===== src/rtl/bf_pkg.sv =====
// Shared opcode bytes, FSM state encoding and fault codes for the Brainfuck core.
package bf_pkg;

  localparam logic [7:0] OpInc   = 8'h2B;
  localparam logic [7:0] OpDec   = 8'h2D;
  localparam logic [7:0] OpRight = 8'h3E;
  localparam logic [7:0] OpLeft  = 8'h3C;
  localparam logic [7:0] OpOut   = 8'h2E;
  localparam logic [7:0] OpIn    = 8'h2C;
  localparam logic [7:0] OpOpen  = 8'h5B;
  localparam logic [7:0] OpClose = 8'h5D;
  localparam logic [7:0] OpEnd   = 8'h00;

  typedef enum logic [3:0] {
    StIdle,
    StClear,
    StFetch,
    StExec,
    StWb,
    StRd,
    StIn,
    StOut,
    StSkip,
    StFlush,
    StHalt
  } state_e;

  typedef enum logic [2:0] {
    FaultNone      = 3'd0,
    FaultOverflow  = 3'd1,
    FaultUnderflow = 3'd2,
    FaultPtr       = 3'd3,
    FaultUnmatched = 3'd4
  } fault_e;

endpackage


===== src/rtl/bf_loop_stack.sv =====
// Loop return-address stack: LIFO of 2^SDEPTH program addresses.
module bf_loop_stack #(
  parameter int unsigned SDEPTH = 4,
  parameter int unsigned PWIDTH = 12
) (
  input  logic              clk,
  input  logic              rst,
  input  logic              clr,
  input  logic              push,
  input  logic              pop,
  input  logic [PWIDTH-1:0] din,
  output logic [PWIDTH-1:0] top,
  output logic              full,
  output logic              empty
);

  localparam int unsigned     Entries = 2 ** SDEPTH;
  localparam logic [SDEPTH:0] SpOne   = 1;
  localparam logic [SDEPTH:0] SpFull  = {1'b1, {SDEPTH{1'b0}}};

  logic [PWIDTH-1:0] mem_q [Entries];
  logic [SDEPTH:0]   sp_q, sp_d;
  logic [SDEPTH:0]   sp_m1;

  assign full  = (sp_q == SpFull);
  assign empty = (sp_q == '0);
  assign sp_m1 = sp_q - SpOne;
  assign top   = mem_q[sp_m1[SDEPTH-1:0]];

  always_comb begin
    sp_d = sp_q;
    if (clr) begin
      sp_d = '0;
    end else if (push && !full) begin
      sp_d = sp_q + SpOne;
    end else if (pop && !empty) begin
      sp_d = sp_q - SpOne;
    end
  end

  always_ff @(posedge clk or negedge rst) begin
    if (!rst) begin
      sp_q <= '0;
    end else begin
      sp_q <= sp_d;
    end
  end

  always_ff @(posedge clk) begin
    if (push && !full && !clr) begin
      mem_q[sp_q[SDEPTH-1:0]] <= din;
    end
  end

  assert property (@(posedge clk) disable iff (!rst) !(push && pop));

endmodule


===== src/rtl/bf_core_v2.sv =====
// Brainfuck execution core: fetch/execute FSM with a single-cell write-back cache,
// valid/ready stalls on program, data and byte streams, and fault reporting.
module bf_core_v2 #(
  parameter int unsigned AWIDTH    = 12,
  parameter int unsigned DWIDTH    = 8,
  parameter int unsigned PWIDTH    = 12,
  parameter int unsigned SDEPTH    = 4,
  parameter int unsigned CELL_MODE = 0,
  parameter int unsigned PTR_MODE  = 0,
  parameter int unsigned CLEAR_EN  = 1
) (
  input  logic              clk,
  input  logic              rst,
  input  logic              s_rst,
  input  logic              start,
  output logic [PWIDTH-1:0] pc,
  output logic              op_req,
  input  logic [7:0]        op_data,
  input  logic              op_valid,
  output logic [AWIDTH-1:0] dp_adr,
  output logic              mem_we,
  output logic [DWIDTH-1:0] mem_wdata,
  output logic              mem_re,
  input  logic [DWIDTH-1:0] mem_rdata,
  input  logic              mem_rvalid,
  input  logic [7:0]        in_data,
  input  logic              in_valid,
  output logic              in_ready,
  output logic [7:0]        out_data,
  output logic              out_valid,
  input  logic              out_ready,
  output logic              busy,
  output logic              halted,
  output logic [2:0]        fault
);
  import bf_pkg::*;

  localparam logic [PWIDTH-1:0] PcOne  = 1;
  localparam logic [PWIDTH-1:0] PcMax  = '1;
  localparam logic [AWIDTH-1:0] AdrOne = 1;
  localparam logic [AWIDTH-1:0] AdrMax = '1;
  localparam logic [DWIDTH-1:0] DatOne = 1;
  localparam logic [DWIDTH-1:0] DatMax = '1;

  state_e            state_q, state_d;
  logic [PWIDTH-1:0] pc_q, pc_d;
  logic [AWIDTH-1:0] dp_q, dp_d;
  logic [DWIDTH-1:0] dat_q, dat_d;
  logic              dirty_q, dirty_d;
  logic [PWIDTH-1:0] depth_q, depth_d;
  logic [7:0]        ir_q, ir_d;
  fault_e            fault_q, fault_d;
  logic [AWIDTH-1:0] clr_q, clr_d;
  logic              rd_pend_q, rd_pend_d;

  logic              stk_push, stk_pop, stk_clr, stk_full, stk_empty;
  logic [PWIDTH-1:0] stk_top;

  logic [PWIDTH-1:0] pc_inc;
  state_e            adv_state, skip_state;
  logic [AWIDTH-1:0] dp_step;
  logic              ptr_oob;
  logic [DWIDTH-1:0] dat_inc, dat_dec;

  assign pc_inc     = pc_q + PcOne;
  assign adv_state  = (pc_inc == PcMax) ? StFlush : StFetch;
  assign skip_state = (pc_inc == PcMax) ? StFlush : StSkip;
  assign dp_step    = (ir_q == OpRight) ? dp_q + AdrOne : dp_q - AdrOne;
  assign ptr_oob    = (ir_q == OpRight) ? (dp_q == AdrMax) : (dp_q == '0);
  assign dat_inc    = (CELL_MODE == 1 && dat_q == DatMax) ? dat_q : dat_q + DatOne;
  assign dat_dec    = (CELL_MODE == 1 && dat_q == '0) ? dat_q : dat_q - DatOne;

  assign pc       = pc_q;
  assign out_data = 8'(dat_q);
  assign busy     = (state_q != StIdle) && (state_q != StHalt);
  assign halted   = (state_q == StHalt);
  assign fault    = fault_q;

  bf_loop_stack #(
    .SDEPTH(SDEPTH),
    .PWIDTH(PWIDTH)
  ) u_stack (
    .clk  (clk),
    .rst  (rst),
    .clr  (stk_clr),
    .push (stk_push),
    .pop  (stk_pop),
    .din  (pc_inc),
    .top  (stk_top),
    .full (stk_full),
    .empty(stk_empty)
  );

  always_comb begin
    state_d   = state_q;
    pc_d      = pc_q;
    dp_d      = dp_q;
    dat_d     = dat_q;
    dirty_d   = dirty_q;
    depth_d   = depth_q;
    ir_d      = ir_q;
    fault_d   = fault_q;
    clr_d     = clr_q;
    rd_pend_d = rd_pend_q;
    stk_push  = 1'b0;
    stk_pop   = 1'b0;
    stk_clr   = 1'b0;
    op_req    = 1'b0;
    mem_we    = 1'b0;
    mem_wdata = dat_q;
    mem_re    = 1'b0;
    dp_adr    = dp_q;
    in_ready  = 1'b0;
    out_valid = 1'b0;

    case (state_q)
      StIdle, StHalt: begin
        if (start) begin
          pc_d      = '0;
          dp_d      = '0;
          dat_d     = '0;
          dirty_d   = 1'b0;
          depth_d   = '0;
          fault_d   = FaultNone;
          clr_d     = '0;
          rd_pend_d = 1'b0;
          stk_clr   = 1'b1;
          state_d   = (CLEAR_EN != 0) ? StClear : StFetch;
        end
      end
      StClear: begin
        mem_we    = 1'b1;
        mem_wdata = '0;
        dp_adr    = clr_q;
        clr_d     = clr_q + AdrOne;
        if (clr_q == AdrMax) state_d = StFetch;
      end
      StFetch: begin
        op_req = 1'b1;
        if (op_valid) begin
          ir_d    = op_data;
          state_d = StExec;
        end
      end
      StExec: begin
        case (ir_q)
          OpInc, OpDec: begin
            dat_d   = (ir_q == OpInc) ? dat_inc : dat_dec;
            dirty_d = 1'b1;
            pc_d    = pc_inc;
            state_d = adv_state;
          end
          OpRight, OpLeft: begin
            if (PTR_MODE == 1 && ptr_oob) begin
              fault_d = FaultPtr;
              state_d = StFlush;
            end else if (dirty_q) begin
              state_d = StWb;
            end else begin
              dp_d      = dp_step;
              rd_pend_d = 1'b0;
              state_d   = StRd;
            end
          end
          OpOut: state_d = StOut;
          OpIn:  state_d = StIn;
          OpOpen: begin
            if (dat_q != '0) begin
              if (stk_full) begin
                fault_d = FaultOverflow;
                state_d = StFlush;
              end else begin
                stk_push = 1'b1;
                pc_d     = pc_inc;
                state_d  = adv_state;
              end
            end else begin
              depth_d = '0;
              pc_d    = pc_inc;
              state_d = skip_state;
            end
          end
          OpClose: begin
            if (stk_empty) begin
              fault_d = FaultUnderflow;
              state_d = StFlush;
            end else if (dat_q != '0) begin
              // Loop back to the body start; the entry stays for the next pass.
              pc_d    = stk_top;
              state_d = (stk_top == PcMax) ? StFlush : StFetch;
            end else begin
              stk_pop = 1'b1;
              pc_d    = pc_inc;
              state_d = adv_state;
            end
          end
          OpEnd: state_d = StFlush;
          default: begin
            pc_d    = pc_inc;
            state_d = adv_state;
          end
        endcase
      end
      StWb: begin
        mem_we    = 1'b1;
        dirty_d   = 1'b0;
        dp_d      = dp_step;
        rd_pend_d = 1'b0;
        state_d   = StRd;
      end
      StRd: begin
        if (!rd_pend_q) begin
          mem_re    = 1'b1;
          rd_pend_d = 1'b1;
        end else if (mem_rvalid) begin
          dat_d     = mem_rdata;
          rd_pend_d = 1'b0;
          pc_d      = pc_inc;
          state_d   = adv_state;
        end
      end
      StIn: begin
        in_ready = 1'b1;
        if (in_valid) begin
          dat_d   = DWIDTH'(in_data);
          dirty_d = 1'b1;
          pc_d    = pc_inc;
          state_d = adv_state;
        end
      end
      StOut: begin
        out_valid = 1'b1;
        if (out_ready) begin
          pc_d    = pc_inc;
          state_d = adv_state;
        end
      end
      StSkip: begin
        op_req = 1'b1;
        if (op_valid) begin
          pc_d = pc_inc;
          case (op_data)
            OpOpen: begin
              depth_d = depth_q + PcOne;
              state_d = skip_state;
            end
            OpClose: begin
              if (depth_q == '0) begin
                state_d = adv_state;
              end else begin
                depth_d = depth_q - PcOne;
                state_d = skip_state;
              end
            end
            OpEnd: begin
              pc_d    = pc_q;
              fault_d = FaultUnmatched;
              state_d = StFlush;
            end
            default: state_d = skip_state;
          endcase
        end
      end
      StFlush: begin
        mem_we  = dirty_q;
        dirty_d = 1'b0;
        state_d = StHalt;
      end
      default: state_d = StIdle;
    endcase

    // Synchronous reset wins over everything, including an in-flight handshake.
    if (s_rst) begin
      state_d   = StIdle;
      pc_d      = '0;
      dp_d      = '0;
      dat_d     = '0;
      dirty_d   = 1'b0;
      depth_d   = '0;
      ir_d      = '0;
      fault_d   = FaultNone;
      clr_d     = '0;
      rd_pend_d = 1'b0;
      stk_push  = 1'b0;
      stk_pop   = 1'b0;
      stk_clr   = 1'b1;
      op_req    = 1'b0;
      mem_we    = 1'b0;
      mem_re    = 1'b0;
      in_ready  = 1'b0;
      out_valid = 1'b0;
    end
  end

  always_ff @(posedge clk or negedge rst) begin
    if (!rst) begin
      state_q   <= StIdle;
      pc_q      <= '0;
      dp_q      <= '0;
      dat_q     <= '0;
      dirty_q   <= 1'b0;
      depth_q   <= '0;
      ir_q      <= '0;
      fault_q   <= FaultNone;
      clr_q     <= '0;
      rd_pend_q <= 1'b0;
    end else begin
      state_q   <= state_d;
      pc_q      <= pc_d;
      dp_q      <= dp_d;
      dat_q     <= dat_d;
      dirty_q   <= dirty_d;
      depth_q   <= depth_d;
      ir_q      <= ir_d;
      fault_q   <= fault_d;
      clr_q     <= clr_d;
      rd_pend_q <= rd_pend_d;
    end
  end

endmodule


===== config.mk =====
export PLATFORM = sky130hd
export DESIGN_NAME = bf_core_v2
export DESIGN_NICKNAME = d
export VERILOG_FILES = /design/src/rtl/bf_pkg.sv /design/src/rtl/bf_loop_stack.sv /design/src/rtl/bf_core_v2.sv
export SDC_FILE = /design/constraint.sdc
export NUM_CORES = 1
export LEC_CHECK = 0
export CAP_MARGIN = 0
export CORE_AREA = 2 2 177 179
export DETAILED_ROUTE_END_ITERATION = 7
export DIE_AREA = 0 0 179 181
export HOLD_SLACK_MARGIN = 0.05
export PLACE_DENSITY_LB_ADDON = 0.15
export SLEW_MARGIN = 25
export SYNTH_ARGS = -nofsm -noshare
export SYNTH_HDL_FRONTEND = slang
export SYNTH_SLANG_ARGS = --single-unit

===== constraint.sdc =====
create_clock -name clk -period 8.6 [get_ports clk]
set_input_delay 1.29 -clock clk [delete_from_list [all_inputs] [get_ports clk]]
set_output_delay 1.29 -clock clk [all_outputs]
set_load 0.005 [all_outputs]

=== Word-level counts from Yosys, hierarchy flattened ===
Memories as Yosys holds them, arrays and structs flattened.
Index checks and enable logic that the tools add are counted.

* Add/subtract/negate cells: 10
* Equality and inequality tests: 49
* Multiplexer cells: 111
* Reduce and logical (&&, ||, !) cells: 41

{| class="wikitable"
|+ Operators with widths
! cell !! number
|-
| 2-to-1 mux 12 bit || 23
|-
| case mux 12 bit (3 select lines) || 3
|-
| 2-to-1 mux 8 bit || 11
|-
| case mux 12 bit (6 select lines) || 1
|-
| 2-to-1 mux 4 bit || 16
|-
| adder 12 x 1 -> 12 bit, second input constant || 4
|-
| == test 8 x 6 -> 1 bit, second input constant || 6
|-
| case mux 12 bit (2 select lines) || 2
|-
| case mux 4 bit (10 select lines) || 1
|-
| == test 12 bit, second input constant || 3
|-
| 2-to-1 mux 1 bit || 36
|-
| != test 3 bit, second input constant || 12
|-
| == test 8 x 7 -> 1 bit, second input constant || 4
|-
| case mux 8 bit (4 select lines) || 1
|-
| case mux 4 bit (6 select lines) || 1
|-
| subtractor 12 x 1 -> 12 bit, second input constant || 2
|-
| 2-to-1 mux 3 bit || 7
|-
| == test 4 x 3 -> 1 bit, second input constant || 4
|-
| zero test 8 bit || 2
|-
| != test 4 x 3 -> 1 bit, second input constant || 4
|-
| != test 4 bit, second input constant || 4
|-
| AND reduction 8 bit || 2
|-
| 2-to-1 mux 5 bit || 3
|-
| nonzero test 5 bit || 3
|-
| other kinds (32) || 56
|}

* Register bits after elaboration: 78
* Bits in writable memories: 192
* Input bits: 32
* Word-level logic and storage cells: 223
* Memories: 1

{| class="wikitable"
|+ Memory list
! memory !! depth !! bits a word !! read ports !! clocked after Yosys merged registers in !! wr ports !! line !! text
|-
| u_stack.mem_q || 16 || 12 || 1 || 0 || 1 || bf_loop_stack.sv:21 || <nowiki>logic [PWIDTH-1:0] mem_q [Entries];</nowiki>
|}

=== Depth between registers and ports, before layout ===
Gate-level depths: netlist of run 1.

* Depth after elaboration: 10
* Mapped depth: 17
* Depth with buffers taken out: 15

=== Cells and area by module ===
From an unflattened synthesis of run 1, not the netlist that was laid out.

* Cell total of the unflattened synthesis: 1219
* Area, all modules: 13855.8 um^2

{| class="wikitable"
|+ By module, submodules not included
! module !! instances !! cells each !! area an instance (um^2)
|-
| bf_loop_stack || 1 || 482 || 8000.2
|-
| bf_core_v2 || 1 || 737 || 5855.6
|}

=== Worst setup path after synthesis of run 1 ===
OpenSTA, ideal clock, no wires.

* Kind: in2reg
* Start point: input port op_data[6]
* End point: register depth_q[11]
* Arrival: 3730 ps
* Data required time: 8531 ps
* Setup slack: 4802 ps
* Cell stages on the path: 13
* Path buffers: 0
* Cells stage by stage: nand4_1 > nor3_1 > and3b_1 > ha_1 > a21o_1 > a21oi_1 > o21ba_2 > o21ai_0 > a41oi_1 > a21oi_1 > xnor2_1 > or3_1 > nand3_1

* Longest elaborated chain between the ends: 5

{| class="wikitable"
|+ RTL lines
! item !! line !! text
|-
| from (decl) || bf_core_v2.sv:18 || <nowiki>input logic [7:0] op_data,</nowiki>
|-
| == test 8 x 7 -> 1 bit || bf_core_v2.sv:242 || <nowiki>case (op_data)</nowiki>
|-
| case mux 12 bit (2 select lines) || bf_core_v2.sv:242 ||
|-
| 2-to-1 mux 12 bit || bf_core_v2.sv:240 || <nowiki>if (op_valid) begin</nowiki>
|-
| case mux 12 bit (3 select lines) || bf_core_v2.sv:116 || <nowiki>case (state_q)</nowiki>
|-
| 2-to-1 mux 12 bit || bf_core_v2.sv:273 || <nowiki>if (s_rst) begin</nowiki>
|-
| to (signal assigned) || bf_core_v2.sv:313 || <nowiki>depth_q <= depth_d;</nowiki>
|-
| to (decl) || bf_core_v2.sv:50 || <nowiki>logic [PWIDTH-1:0] depth_q, depth_d;</nowiki>
|}

Parallel ways exist; a longest one is shown, timed or not. The select of a mux whose other input is x is not followed.
A chain may end at the register's enable or synchronous reset.

=== Worst setup path after layout of run 1 ===
* Start point: register u_stack.sp_q[0]
* End point: register state_q[1]

* Longest elaborated chain between the ends: 9

{| class="wikitable"
|+ RTL lines
! item !! line !! text
|-
| from (decl) || bf_loop_stack.sv:22 || <nowiki>logic [SDEPTH:0] sp_q, sp_d;</nowiki>
|-
| from (signal assigned) || bf_loop_stack.sv:45 || <nowiki>sp_q <= sp_d;</nowiki>
|-
| subtractor 5 x 1 -> 5 bit || bf_loop_stack.sv:27 || <nowiki>assign sp_m1 = sp_q - SpOne;</nowiki>
|-
| memory (16 x 12 bit) || n/a ||
|-
| == test 12 bit || bf_core_v2.sv:190 || <nowiki>state_d = (stk_top == PcMax) ? StFlush : StFetch;</nowiki>
|-
| 2-to-1 mux 4 bit || bf_core_v2.sv:190 ||
|-
| 2-to-1 mux 4 bit || bf_core_v2.sv:187 || <nowiki>end else if (dat_q != '0) begin</nowiki>
|-
| 2-to-1 mux 4 bit || bf_core_v2.sv:184 || <nowiki>if (stk_empty) begin</nowiki>
|-
| case mux 4 bit (6 select lines) (*) || bf_core_v2.sv:146 || <nowiki>case (ir_q)</nowiki>
|-
| case mux 4 bit (10 select lines) (*) || bf_core_v2.sv:116 ||
|-
| 2-to-1 mux 4 bit (*) || bf_core_v2.sv:273 ||
|-
| to (signal assigned) || bf_core_v2.sv:297 || <nowiki>state_q <= StIdle;</nowiki>
|-
| to (signal assigned) || bf_core_v2.sv:308 || <nowiki>state_q <= state_d;</nowiki>
|-
| to (decl) || bf_core_v2.sv:45 || <nowiki>state_e state_q, state_d;</nowiki>
|}

Mark *: on every way between the ends. The rest lies on a longest branch, timed or not.

==> results of run 1 <==
==> registers in the layout, indices dropped and copies added, names as in the netlist <==
register       flops
u_stack.mem_q    192
clr_q             12
depth_q           12
dp_q              12
pc                12
ir_q               8
out_data           8
u_stack.sp_q       5
state_q            4
fault              3
dirty_q            1
rd_pend_q          1
==> power breakdown <==
part	switching [uW]	internal, uW
logic	310	220
registers	56.3	1420
clock network	509	765
==> metrics by stage <==
step                std cells  hold slack, ps  power (uW)  setup WS [ps]  utilization [%]
finish                   1598             494        3280           4120             52.5
floorplan                1082             460        1840           4800                -
detailed placement       1543             478        2030           3810             49.1
CTS                      1598             498        3310           4090             52.4
global placement         1543             479        2020           3800             49.1
global route             1598             527        3430           3890             52.5
==> routing by layer <==
layer / track usage [%] / wire length, um
met1: 28.8 / 14800
met2: 34.9 / 16200
met3: 2.99 / 1940
met4: 5.43 / 842
met5: 0 / 0
==> Yosys cell counts, drive strengths merged (9+ instances only) <==
cell and number:
a21o 13, a21oi 39, buf 25, clkbuf 25, dfrtp 78, edfxtp 192
ha 33, inv 32, mux2 11, mux2i 18, mux4 54, nand2 130
nand2b 12, nand3 38, nand4 10, nor2 73, nor2b 17, nor3 25
nor4 15, o21ai 70, o31ai 23, or3 9, xnor2 27, xor2 18
==> final cells by class <==
class	count	share of cell area [%]
Clock buffer	42	5.00
Tap cell	396	3.11
Multi-Input combinational cell	728	34.8
Sequential cell	270	48.5
Timing Repair Buffer	115	6.68
Clock inverter	13	1.19
Inverter	34	0.801
==> logic make-up (layout without fill, tap and decap cells) <==
kind of cell / after synthesis / in the layout / share of synthesized area, %
AOI/OAI and AO/OA: 216 / 216 / 10.4
xor gates and xnor gates: 45 / 45 / 3.10
adders and majority gates: 36 / 36 / 3.49
buffers and inverters: 84 / 204 / 2.80
DFF: 270 / 270 / 56.9
muxes: 83 / 83 / 11.4
and+or+nand+nor: 348 / 348 / 11.9
==> critical path, cell delays in order, from the launching register on <==
cell and delay, ps:
dfrtp_2 360, clkinv_1 470, ha_2 980, buf_4 540
mux4_2 300, mux2i_1 80, nor4_1 350, o21ai_0 210
o31a_1 380, or3_1 380, a221o_1 290
==> worst min-delay path by stage <==
stage	to	slack [ps]
after global placement	dp_q[11]	480
final	dirty_q	490
after detailed placement	dirty_q	480
after global routing	dirty_q	530
after floorplan	dirty_q	460
after CTS	dirty_q	500
==> impl_metrics.py, run 1 <==
metrics = {
    "yosys": {
        "ys_ff_latch": 270,
        "synth_cell_types": 76,
        "synth.area.top_cells": "edfxtp_1, dfrtp_1, mux4_2",
        "synth_flop_cell": "edfxtp_1",
        "synthArstFlopShare_pct": 28.9,
        "synthCells": 1082,
        "ys_warn_count": 0,
        "synth_fp_nets": 1150,
        "synth_edf_count": 192,
        "syn-cell-area_um2": 13600,
        "postSynthAreaPerCell_um2": 12.5,
        "ys_seq_area_share_pct": 56.9,
        "synth_top_area_share_pct": 42.5,
        "synth.largest_area_cell": "edfxtp_1",
    },
    "clocking": {
        "root_buffer": "clkbuf_16",
        "clockBufferDepth": 3,
        "htreeDepth": 1,
        "clk_pin_slew_ps": 60,
        "cts_post_setup_buffers_inserted": 0,
        "post_cts_resized": 0,
        "clk_latency_ps": 580,
        "numCtsBuffers": 30,
        "hold_buffers": 0,
        "cts_sinks": 270,
        "cts_tree": "done",
    },
    "timing": {
        "timing.fmax_ghz": 0.223,
        "skew_ps": 41.9,
        "tns_ps": 0,
        "worst_slew_margin_rel_pct": 32.1,
        "rsz0062_at_grt": "no",
        "setup_viol": 0,
        "slew_viol_final": 0,
        "period_needed_ps": 4480,
        "hold_violations": 0,
        "finalCritPeriodShare_pct": 52.1,
        "worst_slew_pin_slew_ps": 1020,
    },
    "worst_setup_path": {
        "r2r-end": "state_q[1]",
        "worstSetupPathType": "reg -> reg",
        "crit_end": "state_q[1]",
        "regToRegSetupSlack_ps": 4120,
        "startpoint": "u_stack.sp_q[0]",
        "worstPathMaxFanout": 39,
        "crit-reg2reg-launch": "u_stack.sp_q[0]",
        "cp.required_ps": 9030,
        "ff2ff_path_depth": 10,
        "cp.arrival_ps": 4910,
        "cp-end-kind": "register",
        "startpoint_type": "register",
    },
    "global_route": {
        "antenna_found_initial": 0,
        "grt_max_degree": 64,
        "grt_overflow": 0,
        "grtUsageTotal_pct": 20.9,
        "grt_pass1_vias": 9208,
        "grt_first_pass_wirelength_mm": 52.7,
    },
    "floorplanning": {
        "num_io_pins": 82,
        "die_w_um": 179,
        "start_util_pct": 44.7,
        "rows": 64,
        "die_area_um2": 32400,
        "dieHeight_um": 181,
        "core_area_um2": 30300,
    },
    "finish": {
        "seq_area_um2": 7720,
        "drive_gt1_share_pct": 12.2,
        "fin_nets": 1247,
        "area_growth_pct": 17.4,
        "finalInstanceArea_um2": 15900,
        "multi_input_area_um2": 5530,
        "fillers": 2596,
        "diodes": 0,
        "final_common_cell": "edfxtp_1",
        "final_cell_mix": "edfxtp_1, nand2_1, clkdlybuf4s50_1",
    },
    "placed_design": {
        "place_area_um2": 14900,
        "gp_congestion": 0.867,
        "dpl.hpwl_mm": 22.5,
        "portBuffers": 81,
    },
    "detailed_routing": {
        "avgViaCountPerCell": 5.80,
        "ant_nets": 0,
        "drt_wl_total_mm": 33.8,
        "drcViolationCount": 0,
        "routedWlPerCell_um": 21.2,
        "vias": 9261,
        "drt-pass1-iter-count": 5,
        "drtIter0Drc": 783,
    },
    "hold_path": {
        "hold_path.startpoint": "dirty_q",
        "hold_path_class": "reg -> reg",
        "whs_path_depth": 1,
    },
    "power": {
        "power-per-cell-area_nw_per_um2": 206,
        "vdd_drop_max_mv": 0.162,
        "p_leak_uw": 0.00621,
    },
    "run_status": {
        "status": "complete, no violations",
    },
    "flow_run": {
        "cap_violations": 0,
    },
}
Power figures use the tool's default switching activity.
==> run 2, diff against run 1 <==
clock period = 4.4 ns   (was 8.6 ns; I/O delays follow)
==> impl_metrics.py, run 2 (synthesis results as in run 1) <==
metrics = {
    "power": {
        "power-per-cell-area_nw_per_um2": 409,
        "pwr-share-seq_pct": 43.6,
        "comb_power_share_pct": 16.4,
        "sw_frac_of_total_pct": 26.4,
        "power_switching_uw": 1730,
        "power_uw": 6550,
        "clkPwrFrac_pct": 40.0,
        "p_leak_uw": 0.00631,
        "internal_power_uw": 4820,
        "vdd_drop_max_mv": 0.411,
    },
    "worst_setup_path": {
        "regToRegSetupSlack_ps": 520,
        "crit_chain": "nor2_1, nand2_1, nor3_1, nand3_1, ha_1, nor2b_1, o21ai_0, a21oi_1, o21ai_0, a21boi_0, o21ai_0, a21oi_1, o21a_1, o31ai_1",
        "cp.required_ps": 4860,
        "cp-end-kind": "register",
        "worstSetupPathType": "reg -> reg",
        "worstPathMaxFanout": 11,
        "ff2ff_path_depth": 14,
        "r2r-end": "dp_q[10]",
        "cpPeakStageDelay_ps": 570,
        "crit_top_cell": "o21ai_0",
        "crit-reg2reg-launch": "ir_q[7]",
        "startpoint_type": "register",
        "cp.arrival_ps": 4340,
        "cpMaxStageDelayCell": "nand3_1",
    },
    "detailed_routing": {
        "avgViaCountPerCell": 5.75,
        "vias": 9258,
        "routedWlPerCell_um": 21.0,
        "drt-pass1-iter-count": 5,
        "ant_nets": 0,
        "drtIter0Drc": 788,
        "drt_wl_total_mm": 33.8,
        "drcViolationCount": 0,
    },
    "global_route": {
        "grt_pass1_vias": 9214,
        "grtUsageTotal_pct": 21.1,
        "grt_first_pass_wirelength_mm": 52.8,
        "antenna_found_initial": 0,
        "grt_overflow": 0,
        "grt_max_degree": 51,
    },
    "timing": {
        "slew_viol_final": 0,
        "hold_violations": 0,
        "timing.fmax_ghz": 0.258,
        "finalCritPeriodShare_pct": 88.2,
        "worst_slew_pin_slew_ps": 884,
        "skew_ps": 6.60,
        "rsz0062_at_grt": "no",
        "tns_ps": 0,
        "worst_slew_margin_rel_pct": 40.8,
        "period_needed_ps": 3880,
        "setup_viol": 0,
    },
    "clocking": {
        "root_buffer": "clkbuf_16",
        "clk_latency_ps": 560,
        "clk_pin_slew_ps": 60,
        "clockBufferDepth": 3,
        "post_cts_resized": 0,
        "cts_sinks": 270,
        "numCtsBuffers": 29,
        "cts_post_setup_buffers_inserted": 0,
        "hold_buffers": 0,
        "htreeDepth": 1,
        "cts_tree": "done",
    },
    "floorplanning": {
        "rows": 64,
        "die_w_um": 179,
        "core_area_um2": 30300,
        "dieHeight_um": 181,
        "die_area_um2": 32400,
        "num_io_pins": 82,
        "start_util_pct": 44.7,
    },
    "finish": {
        "final_cell_mix": "edfxtp_1, nand2_1, clkdlybuf4s50_1",
        "fin_nets": 1260,
        "drive_gt1_share_pct": 13.6,
        "largest_reg_flops": 192,
        "finalInstanceArea_um2": 16000,
        "area_growth_pct": 18.2,
        "postLayoutCoreUtil_pct": 52.8,
        "final_common_cell": "edfxtp_1",
        "diodes": 0,
        "fin_cells": 1609,
    },
    "placed_design": {
        "gp_congestion": 0.895,
        "place_area_um2": 15000,
        "dpl.hpwl_mm": 22.9,
        "placed_cells": 1557,
        "portBuffers": 81,
    },
    "hold_path": {
        "hold_path_class": "in -> async",
    },
    "flow_run": {
        "cap_violations": 0,
    },
    "run_status": {
        "status": "complete, no violations",
    },
}
==> run 2: cell types whose count changed in the layout (fill, tap and decap cells not counted), moves of 2 or more <==
cell	change
clkbuf_1	-11
xor2_1	+2
clkinv_1	+2
clkinv_2	+4
xor2_2	-2
buf_4	+14
bufinv_16	+3
==> run 2: per-stage QoR <==
step                      setup WS [ps]  hold WS, ps
after global routing               86.8          178
after CTS                           491          146
after global placement              478          478
after floorplan                     642          364
after detailed placement            514          483
final                               519          134
==> run 2: critical path: cells and delay by family (launching register included) <==
family / cells / cell delay, ps
adder cells (fa/ha/maj): 1 / 530
AND/OR/NAND/NOR: 5 / 1370
AO/OA/AOI/OAI: 8 / 1470
flip-flops: 1 / 410
==> run 2: final cells by class <==
class                      count  area [um^2]
inverter                      34          128
tap                          396          495
fill                        2588        14300
clock inverter                22          297
clock buffer                  30          729
sequential                   270         7720
timing repair buffer         129         1170
multi-input combinational    728         5500
==> run 2: how the worst max path moves through the flow <==
stage                                from    endpoint  slack (ps)  depth (start not counted)
final                             ir_q[7]    dp_q[10]         520                         14
after global routing              ir_q[7]    dp_q[11]          90                         13
after CTS                 u_stack.sp_q[0]  state_q[1]         490                          9
after detailed placement  u_stack.sp_q[0]  state_q[1]         510                          9
after global placement    u_stack.sp_q[0]  state_q[1]         480                          9
after floorplan           u_stack.sp_q[0]  state_q[1]         640                         13
==> run 2: power by group through the flow <==
stage               combinational (uW)  clock, uW  sequential, uW
CTS                               1080       2700            2850
global route                      1200       2790            2860
global placement                  1060          0            2900
detailed placement                1070          0            2910
finish                            1080       2620            2860
floorplan                          744          0            2860
==> run 2: layer usage <==
metal / global-route usage (%) / wire, um / vias to the layer above
met5: 0 / 0 / -
met1: 30.0 / 15200 / 4607
met2: 34.1 / 16200 / 256
li1: - / - / 4348
met4: 5.01 / 669 / 0
met3: 3.07 / 1800 / 47
